**src/rtl/hardcaml_lib_divmod.sv**
```systemverilog
// Iterative radix-2 restoring divider: quotient/remainder for signed or unsigned b-bit operands.
// Optional macro HARDCAML_LIB_DIVMOD_EARLY_OUT_EN: divide-by-zero bypasses the iterations (latency 1).
module hardcaml_lib_divmod #(
    parameter int unsigned b = 32
) (
    input  logic         clock,
    input  logic         reset,
    input  logic         start,
    input  logic         signed_op,
    input  logic [b-1:0] i0,
    input  logic [b-1:0] i1,
    output logic         busy,
    output logic         valid,
    output logic [b-1:0] quo,
    output logic [b-1:0] rem
);

    localparam int unsigned cw = $clog2(b + 1);

    typedef enum logic [1:0] {
        IDLE = 2'd0,
        CALC = 2'd1,
        FIX  = 2'd2
    } state_t;

    state_t        state;
    logic [cw-1:0] cnt;
    logic [b-1:0]  dvd;     // dividend shifting out, quotient bits shifting in
    logic [b-1:0]  dvs;
    logic [b-1:0]  prem;
    logic          neg_q;
    logic          neg_r;
    logic          dz;

    logic [b-1:0]  abs0_c;
    logic [b-1:0]  abs1_c;
    logic [b:0]    shifted_c;
    logic [b:0]    diff_c;
    logic          ge_c;

    // Operand magnitudes and one restoring step on b+1-bit partial remainder
    always_comb begin
        abs0_c    = (signed_op && i0[b-1]) ? -i0 : i0;
        abs1_c    = (signed_op && i1[b-1]) ? -i1 : i1;
        shifted_c = {prem, dvd[b-1]};
        ge_c      = (shifted_c >= {1'b0, dvs});
        diff_c    = shifted_c - {1'b0, dvs};
    end

    always_ff @(posedge clock or posedge reset) begin
        if (reset) begin
            state <= IDLE;
            cnt   <= '0;
            dvd   <= '0;
            dvs   <= '0;
            prem  <= '0;
            neg_q <= 1'b0;
            neg_r <= 1'b0;
            dz    <= 1'b0;
            busy  <= 1'b0;
            valid <= 1'b0;
            quo   <= '0;
            rem   <= '0;
        end else begin
            valid <= 1'b0;
            case (state)
                IDLE: begin
                    if (start) begin
                        dvd   <= abs0_c;
                        dvs   <= abs1_c;
                        prem  <= '0;
                        neg_q <= signed_op & (i0[b-1] ^ i1[b-1]);
                        neg_r <= signed_op & i0[b-1];
                        dz    <= (i1 == '0);
                        cnt   <= cw'(b);
                        busy  <= 1'b1;
                        state <= CALC;
`ifdef HARDCAML_LIB_DIVMOD_EARLY_OUT_EN
                        // Pre-load |i0| as remainder so FIX restores the original dividend
                        if (i1 == '0) begin
                            prem  <= abs0_c;
                            state <= FIX;
                        end
`endif
                    end
                end
                CALC: begin
                    prem <= ge_c ? b'(diff_c) : b'(shifted_c);
                    dvd  <= {dvd[b-2:0], ge_c};
                    cnt  <= cnt - cw'(1);
                    if (cnt == cw'(1)) begin
                        state <= FIX;
                    end
                end
                FIX: begin
                    // With a zero divisor every trial succeeds: quotient all ones, remainder |i0|
                    quo   <= dz ? '1 : (neg_q ? -dvd : dvd);
                    rem   <= neg_r ? -prem : prem;
                    valid <= 1'b1;
                    busy  <= 1'b0;
                    state <= IDLE;
                end
                default: state <= IDLE;
            endcase
        end
    end

endmodule

```
**config.mk**
```make
export PLATFORM = sky130hd
export DESIGN_NAME = hardcaml_lib_divmod
export DESIGN_NICKNAME = d
export VERILOG_FILES = /design/src/rtl/hardcaml_lib_divmod.sv
export SDC_FILE = /design/constraint.sdc
export NUM_CORES = 1
export LEC_CHECK = 0
export BUFFER_PORTS_ARGS = -buffer_cell sky130_fd_sc_hd__buf_2
export CAP_MARGIN = 30
export CORE_MARGIN = 4
export CORE_UTILIZATION = 50
export DETAILED_ROUTE_END_ITERATION = 10
export PLACE_DENSITY_LB_ADDON = 0.05
export SLEW_MARGIN = 40
export SYNTH_ARGS = -nofsm -noshare
export SYNTH_HDL_FRONTEND = slang
export SYNTH_SLANG_ARGS = --single-unit
```
**constraint.sdc**
```tcl
create_clock -name clock -period 5.9 [get_ports clock]
set_input_delay 0.295 -clock clock [delete_from_list [all_inputs] [get_ports clock]]
set_output_delay 0.295 -clock clock [all_outputs]
set_load 0.005 [all_outputs]
```
==> metrics.csv, run 1 <==
metric,value,unit
io_buffers,133,
final_cells,1656,
clock_path_buffers,2,
setup_violations,0,
routed-via-count,9253,
initial_core_util,51.6,%
synth_nets,1374,
synth_ff_type,dfrtp_1,
vias_per_cell,5.59,
die_y,156,µm
fin_crit_sh,65.1,%
worstSetupPathType,reg2reg,
critPathMaxStageDelay,0.57,ns
grt_max_degree,120,
cts.clk_slew.worst_paths,0.07,ns
yosysWarningCount,0,
ys_seq_area_share,39.4,%
p_leak,5.61,nW
cts_buffers,17,
grt_usage,22.3,%
synth_area,11000,µm²
status,completed,
min_path_type,in2reg,
ys_ff_latch,173,
grt-ovfl-total,0,
fp.dieArea,24400,µm²
crit_chain,ha_1 -> and2_1 -> a311oi_2 -> o32ai_1 -> a211oi_2 -> a22o_2 -> a2111oi_4 -> nor3_4 -> buf_4 -> mux2i_1 -> o21ai_0,
cp-end-kind,flip-flop,
max_freq,260,MHz
ant_nets,0,
grt_pass1_vias,8394,
nNetsFinal,1476,
antenna_found_initial,0,
dp_cells,1624,
report.final.slew_viol_count,0,
path_buf_inv,1,
insertion_delay,0.43,ns
synth_area_leaders,"dfrtp_1 39%, o21ai_0 7.6%, xor2_1 7.4%, nand2_1 5.8%, ha_1 4.3%",
cp_top_family,compound AO/OA/AOI/OAI gates,
worstSetupStartpointType,flip-flop,
postSynthCellCount,1267,
drive_gt1_share,14.6,%
cp.required,6.18,ns
drt-initial-drc-count,572,
synth_edf_count,0,
slew-limit-headroom,42.1,%
routed_wl,27200,µm
grt_pass1_wl,44300,µm
cts_max_level,4,
seq_area,4330,µm²
drc,0,
dp_hpwl,20000,µm
synth_top_area_cell,dfrtp_1,
skew,0.00954,ns
hold_ws,0.153,ns
worst_slew_pin_slew,0.865,ns
area_growth,13.4,%
diodes,0,
clock-sinks,173,
ys_types,69,
cts_tree,yes,
post-route-util,58.5,%
rows,53,
fin_setup_tns,0,ns
gp_congestion,0.918,
hold_viol_final,0,
coreArea,21300,µm²
syn_area_per_cell,8.66,µm²
critical_path.max_fanout,19,
io_pins,134,
avgRoutedWirePerCell,16.4,µm
cp.arrival,4.13,ns
grt_setup_unrepaired,false,
power_density,618,nW/µm²
slowest_stage,nor3_4,
peakVddDrop,235,µV
fillers,1951,
synth.top_cell.area_share,39.4,%
first_pass_iters,5,
die_w,156,µm
post_cts_buffers,0,
cts_root_buf,clkbuf_16,
cts_hold_buf,0,
post_cts_resized,0,
min_period,3.84,ns
synthArstFlopShare,100,%
drv_cap,0,
multiInputGateArea,6230,µm²
-- cells in the final DEF, fill, tap and decap left out, types with 4 or more instances in the layout --
| cell type | n |
|---|---|
| nor2_1 | 68 |
| o22ai_1 | 8 |
| a211oi_1 | 5 |
| inv_6 | 4 |
| or3_1 | 15 |
| clkbuf_16 | 17 |
| dfrtp_1 | 171 |
| nor4_1 | 9 |
| or4_1 | 6 |
| nand4_1 | 7 |
| and3_1 | 5 |
| ha_1 | 38 |
| nand3_1 | 18 |
| o21ai_1 | 18 |
| xnor2_1 | 54 |
| buf_2 | 133 |
| mux2i_1 | 25 |
| a22oi_1 | 27 |
| o41ai_1 | 9 |
| o31ai_1 | 27 |
| a31oi_1 | 4 |
| a32oi_1 | 10 |
| or2_2 | 5 |
| and2_1 | 8 |
| nor2b_1 | 7 |
| buf_4 | 7 |
| nor3_1 | 18 |
| nand2b_1 | 12 |
| xor2_1 | 93 |
| a21o_1 | 14 |
| o21ai_0 | 166 |
| inv_1 | 52 |
| a21oi_1 | 82 |
| nand2_1 | 169 |
-- layout make-up --
class / instances / area share (%)
multi-input cells: 981 / 50.1
flip-flops and latches: 173 / 34.8
repair buffers: 141 / 5.85
clock buffers: 20 / 3.75
well taps: 275 / 2.76
inverters: 55 / 1.76
clock inverters: 11 / 1.05
-- synth_stat cells (all sizes together) (7+ instances only) --
master and instances:
xor2 93, o31ai 29, o41ai 11, nor2b 8
o22ai 8, nor4 11, a21oi 82, mux2i 25
xnor2 54, and2 9, a21o 14, o21ai 185
inv 54, buf 11, nor3 19, nand4 7
a32oi 10, nand2b 12, ha 38, dfrtp 173
a22oi 27, nor2 70, clkbuf 47, or4 8
nand2 171, nand3 19, or3 15
-- worst register-to-register path: cells and delay by family (launching register included) --
family	cells	cell delay (ns)
buf+inv	1	0.45
compound gates	6	1.26
simple gates	2	0.80
fa+ha+maj	1	0.42
flops	1	0.48
mux	1	0.27
-- state kept, by name, indices dropped and copies added (netlist names) --
register and flops:
state 2, dz 1, prem 32, dvs 32, quo 32, busy 1
cnt 6, neg_r 1, neg_q 1, valid 1, dvd 32, rem 32
-- metrics by stage --
| stage | total power [mW] | area [µm²] | worst slack [ns] |
|---|---|---|---|
| after floorplan | 5.42 | 11000 | 0.917 |
| after global placement | 6.44 | 11800 | 2.26 |
| after detailed placement | 6.50 | 11800 | 2.14 |
| after CTS | 7.67 | 12400 | 2.11 |
| after global routing | 8.39 | 12500 | 1.82 |
| final | 7.69 | 12500 | 2.06 |
-- metal layers --
layer  up-vias  part of all wire (%)  track usage (%)
li1       4703                     -                -
met1      4262                    55             38.2
met2       266                    37             28.8
met3        22                   6.3             3.55
met4         0                   1.0             4.96
met5         -                     0                0
-- final timing paths --
path | end | slack, ns | cells after the start | start
max | prem[15] | 2.06 | 11 | prem[6]
min | neg_q | 0.15 | 3 | signed_op
max reg2reg | prem[15] | 2.06 | 11 | prem[6]
min reg2reg | quo[28] | 0.47 | 2 | quo[28]
max in group asynchronous | neg_q | 4.24 | 4 | reset
min in group asynchronous | quo[12] | 0.49 | 3 | reset
-- where the power goes --
part           internal, mW  switching, mW  total [mW]
clock network         0.661          0.492        1.15
registers              1.72          0.657        2.37
logic                  1.79           2.37        4.16
total                  4.17           3.52        7.69
-- cell families (layout without fill, tap and decap cells) --
kind of cell               count (synthesis)  in the layout  synth area share (%)
and+or+nand+nor                          368            368                  15.7
muxes                                     25             25                  2.28
DFF                                      173            173                  39.4
buffers and inverters                    113            227                  4.05
adders and majority gates                 39             39                  4.51
AOI/OAI and AO/OA                        402            402                  22.3
xor gates and xnor gates                 147            147                  11.7
Power figures use the tool's default switching activity.
==> inputs of run 2 (changes only) <==
==> constraint.sdc (replaced) <==
create_clock -name clock -period 3.4 [get_ports clock]
set_input_delay 0.17 -clock clock [delete_from_list [all_inputs] [get_ports clock]]
set_output_delay 0.17 -clock clock [all_outputs]
set_load 0.005 [all_outputs]
==> run 2 against run 1 <==
  * Flip-flop and latch count is the same
  * Total power increased by 78%
  * Die area did not move
  * Clock skew rose by 0.0012 ns
  * Critical path type unchanged
  * Largest cell class unchanged
  * Largest power group unchanged
==> metrics.csv, run 2 (same netlist as run 1, synthesis figures left out) <==
metric,value,unit
status,completed,
skew,0.0107,ns
fin_setup_tns,0,ns
power_density,1070,nW/µm²
nNetsFinal,1506,
p_comb_share,56.0,%
fp.dieArea,24400,µm²
routed_wl,27500,µm
io_pins,134,
grt_usage,22.6,%
final_cell_mix,"172 x dfrtp_1, 170 x nand2_1, 165 x o21ai_0",
clock_path_buffers,2,
cp.required,3.70,ns
switching_share,44.9,%
post_cts_buffers,0,
drive_gt1_share,16.4,%
fin_crit_sh,93.4,%
insertion_delay,0.42,ns
slew-limit-headroom,47.4,%
drv_cap,0,
coreArea,21300,µm²
cp-end-kind,flip-flop,
drc,0,
io_buffers,133,
dp_hpwl,20500,µm
max_freq,315,MHz
area_growth,16.4,%
die_w,156,µm
avgRoutedWirePerCell,16.3,µm
p_sw,6.17,mW
worst_slew_pin_slew,0.790,ns
worstSetupStartpointType,flip-flop,
p_int,7.56,mW
hold_ws,0.0403,ns
first_pass_iters,5,
rows,53,
grt_max_degree,78,
cts_root_buf,clkbuf_16,
diodes,0,
clock-sinks,173,
cts_max_level,4,
antenna_found_initial,0,
min_path_type,in2reg,
grt-ovfl-total,0,
clkPwrFrac,15.2,%
routed-via-count,9387,
initial_core_util,51.6,%
cts.clk_slew.worst_paths,0.07,ns
hold_viol_final,0,
cts_buffers,17,
layout_commonest_cell,dfrtp_1,
p_seq_share,28.8,%
cp.arrival,3.47,ns
worstSetupPathType,reg2reg,
grt_pass1_vias,8763,
critical_path.max_fanout,8,
grt_pass1_wl,45000,µm
peakVddDrop,438,µV
cts_tree,yes,
vias_per_cell,5.56,
min_period,3.17,ns
setup_violations,0,
die_y,156,µm
report.final.slew_viol_count,0,
drt-initial-drc-count,546,
ant_nets,0,
gp_congestion,0.912,
p_leak,5.80,nW
grt_setup_unrepaired,false,
-- run 2: metal layers --
layer,track usage (%),wire (µm),part of all wire [%],vias to the layer above
li1,-,-,-,4772
met2,30.7,10900,39,260
met5,0,0,0,-
met4,5.04,314,1.1,0
met1,37.0,14600,53,4329
met3,4.11,1810,6.6,26
-- run 2: stage by stage --
| step | area [µm²] | power [mW] | worst slack, ns | std cells | util (%) |
|---|---|---|---|---|---|
| 4_1_cts | 12700 | 13.7 | 0.100 | 1686 | 59.8 |
| 3_3_place_gp | 12100 | 11.4 | 0.178 | 1653 | 56.8 |
| 6_report | 12800 | 13.7 | 0.225 | 1687 | 60.0 |
| 2_1_floorplan | 11000 | 9.41 | 0.475 | 1267 | - |
| 3_5_place_dp | 12100 | 11.5 | 0.154 | 1653 | 56.8 |
| 5_1_grt | 12800 | 15.0 | 0.0135 | 1687 | 60.0 |
-- run 2: critical path: stages, from the launching register on --
cell and delay (ns):
dfrtp_1 0.35, inv_1 0.05, ha_1 0.38, and2_1 0.23
a311oi_2 0.32, o32ai_1 0.14, a211oi_2 0.31, a22o_2 0.27
a2111oi_4 0.09, nor3_4 0.33, buf_4 0.27, mux2i_1 0.21
o21ai_0 0.08
-- run 2: power groups by stage --
stage | clock network [mW] | logic, mW | registers [mW]
5_1_grt | 2.21 | 8.68 | 4.09
4_1_cts | 2.12 | 7.64 | 3.93
3_3_place_gp | 0 | 7.46 | 3.93
2_1_floorplan | 0 | 5.70 | 3.71
6_report | 2.08 | 7.69 | 3.95
3_5_place_dp | 0 | 7.57 | 3.97
-- run 2: area by class of cell --
cell class	instances	area [µm²]
fillers	1939	8510
repair buffers	171	1020
multi-input cells	981	6250
inverters	55	210
clock buffers	19	453
well taps	275	344
clock inverters	13	178
flip-flops and latches	173	4330
-- run 2: path summary, 6_finish.rpt --
check / startpoint / endpoint / slack, ns / cells past startpoint
min in group asynchronous: reset / quo[5] / 0.24 / 3
min reg2reg: quo[30] / quo[30] / 0.47 / 2
max in group asynchronous: reset / dvs[27] / 2.43 / 4
max reg2reg: dvs[7] / prem[9] / 0.23 / 12
max: dvs[7] / prem[9] / 0.23 / 12
min: signed_op / neg_q / 0.04 / 3
-- run 2: timing repair --
action	CTS	global route
hold buffers	1	0
resized for setup	0	4
endpoints found under the setup margin	0	4
hold endpoints to repair	32	0
==> inputs of run 3 (changes only) <==
--- a/config.mk
+++ b/config.mk
@@ -10,7 +10,7 @@
 export CORE_MARGIN = 4
 export CORE_UTILIZATION = 50
 export DETAILED_ROUTE_END_ITERATION = 10
-export PLACE_DENSITY_LB_ADDON = 0.05
+export PLACE_DENSITY = 0.74
 export SLEW_MARGIN = 40
 export SYNTH_ARGS = -nofsm -noshare
 export SYNTH_HDL_FRONTEND = slang
==> run 3 against run 2 <==
  * Combinational power is essentially flat
  * Wire length did not move
  * Critical endpoint is now prem[6]
  * Largest cell class unchanged
  * Clock skew down 0.0020 ns
  * Final cell count down 0.71%
  * Count of clock-buffer cells in the layout shrank 1
  * Total power fell by 0.83%
  * Worst hold slack lost 0.015 ns
  * Non-clock buffer count fell by 12
==> metrics.csv, run 3 (same netlist as run 1, synthesis figures left out) <==
metric,value,unit
met2_usage,31.5,%
first_pass_iters,6,
cp-end-kind,flip-flop,
layout_commonest_cell,dfrtp_1,
worst_slew_pin_slew,0.774,ns
p_int,7.33,mW
slew-limit-headroom,48.4,%
min_to,neg_q,
hold_viol_final,0,
insertion_delay,0.43,ns
routed-via-count,9554,
final_cell_mix,"172 x dfrtp_1, 170 x nand2_1, 165 x o21ai_0",
crit_chain,inv_1 -> ha_1 -> and2_1 -> a311oi_2 -> o32ai_1 -> a211oi_2 -> a22o_2 -> a2111oi_4 -> nor3_4 -> buf_4 -> mux2i_1 -> o21ai_0,
max_freq,316,MHz
fin_crit_sh,93.2,%
switching_share,46.1,%
fin_setup_tns,0,ns
drt-initial-drc-count,742,
diodes,0,
min_path_type,in2reg,
slowest_stage,ha_1,
detailedPlace.worstSlack,0.111,ns
die_y,156,µm
area_growth,14.8,%
worstSetupPathType,reg2reg,
initial_core_util,51.6,%
io_pins,134,
grt-ovfl-total,0,
cp.required,3.70,ns
reg2reg_from,dvs[7],
grt_pass1_wl,44300,µm
cts_tree,yes,
clock_path_buffers,2,
drc,0,
holdPathStages,3,
cp_top_family,compound AO/OA/AOI/OAI gates,
grt_pass1_vias,8724,
r2r_slack,0.23,ns
met1_usage,35.4,%
routed_wl,27500,µm
clkPwrFrac,14.3,%
cts_max_level,4,
peakVddDrop,432,µV
p_leak,5.71,nW
worstSetupStartpointType,flip-flop,
fp.dieArea,24400,µm²
antenna_found_initial,0,
gr-usage-met3,4.74,%
critPathMaxStageDelay,0.39,ns
top_usage_layer,met1,
io_buffers,133,
nNetsFinal,1494,
p_seq_share,29.4,%
r2r_cells,12,
avgRoutedWirePerCell,16.4,µm
p_comb_share,56.3,%
vias_per_cell,5.70,
cts_buffers,17,
p_sw,6.28,mW
dp_hpwl,20900,µm
path_buf_inv,2,
setup_violations,0,
drv_cap,0,
skew,0.00869,ns
worst_slack,0.231,ns
cp.arrival,3.47,ns
power_density,1080,nW/µm²
gp_congestion,0.948,
status,completed,
clock-sinks,173,
timing.rr.end,prem[6],
rows,53,
drive_gt1_share,15.8,%
cts.clk_slew.worst_paths,0.07,ns
critical_path.max_fanout,7,
ant_nets,0,
hold_start,signed_op,
grt_usage,22.2,%
coreArea,21300,µm²
min_period,3.17,ns
post_cts_buffers,0,
report.final.slew_viol_count,0,
cts_root_buf,clkbuf_16,
grt_setup_unrepaired,false,
grt_max_degree,87,
die_w,156,µm
[run 3: how the worst max path moves through the flow]
stage | start | to | depth (start not counted) | slack [ns]
6_report | dvs[7] | prem[6] | 12 | 0.23
5_1_grt | prem[13] | prem[31] | 10 | 0.05
4_1_cts | dvd[31] | prem[28] | 13 | 0.09
3_5_place_dp | dvd[31] | prem[28] | 13 | 0.11
3_3_place_gp | dvd[31] | prem[30] | 14 | 0.23
2_1_floorplan | dvd[31] | prem[30] | 13 | 0.48
[run 3: layout make-up]
cell class,count,area (µm²)
Inverter,55,210
Clock inverter,14,150
Multi-Input combinational cell,981,6240
Sequential cell,173,4330
Tap cell,275,344
Timing Repair Buffer,159,892
Clock buffer,18,439
Fill cell,1886,8680
[run 3: stage by stage]
stage                     hold slack [ns]  instance area [µm²]  power (mW)  utilization (%)  std cells
after floorplan                     0.299                11000        9.41                -       1267
after global placement              0.444                12000        11.4             56.3       1642
after detailed placement            0.448                12000        11.5             56.3       1642
after CTS                          0.0133                12600        13.5             59.1       1675
after global routing               0.0304                12600        14.8             59.2       1675
final                              0.0248                12600        13.6             59.2       1675
[run 3: power groups by stage]
stage	clock network, mW	registers, mW	logic (mW)
after global routing	2.07	4.13	8.59
after floorplan	0	3.71	5.70
after detailed placement	0	4.00	7.54
after CTS	1.98	3.97	7.59
after global placement	0	3.94	7.41
final	1.94	4.00	7.67
[run 3: repair_timing]
action,in CTS,in global routing
endpoints found under the setup margin,0,5
hold buffers,1,0
gates resized for setup,0,5
endpoints found under the hold margin,31,0
[run 3: per-layer routing]
metal	wire length, µm	vias to the layer above	share of wire [%]
met5	0	-	0
met4	212	0	0.77
met3	2090	19	7.6
met2	11400	307	41
met1	13800	4479	50
li1	-	4749	-
[run 3: tightest hold or removal path, cell delays in order]
cell and delay (ns):
buf_2 0.14, nand2_1 0.05, o21ai_0 0.06
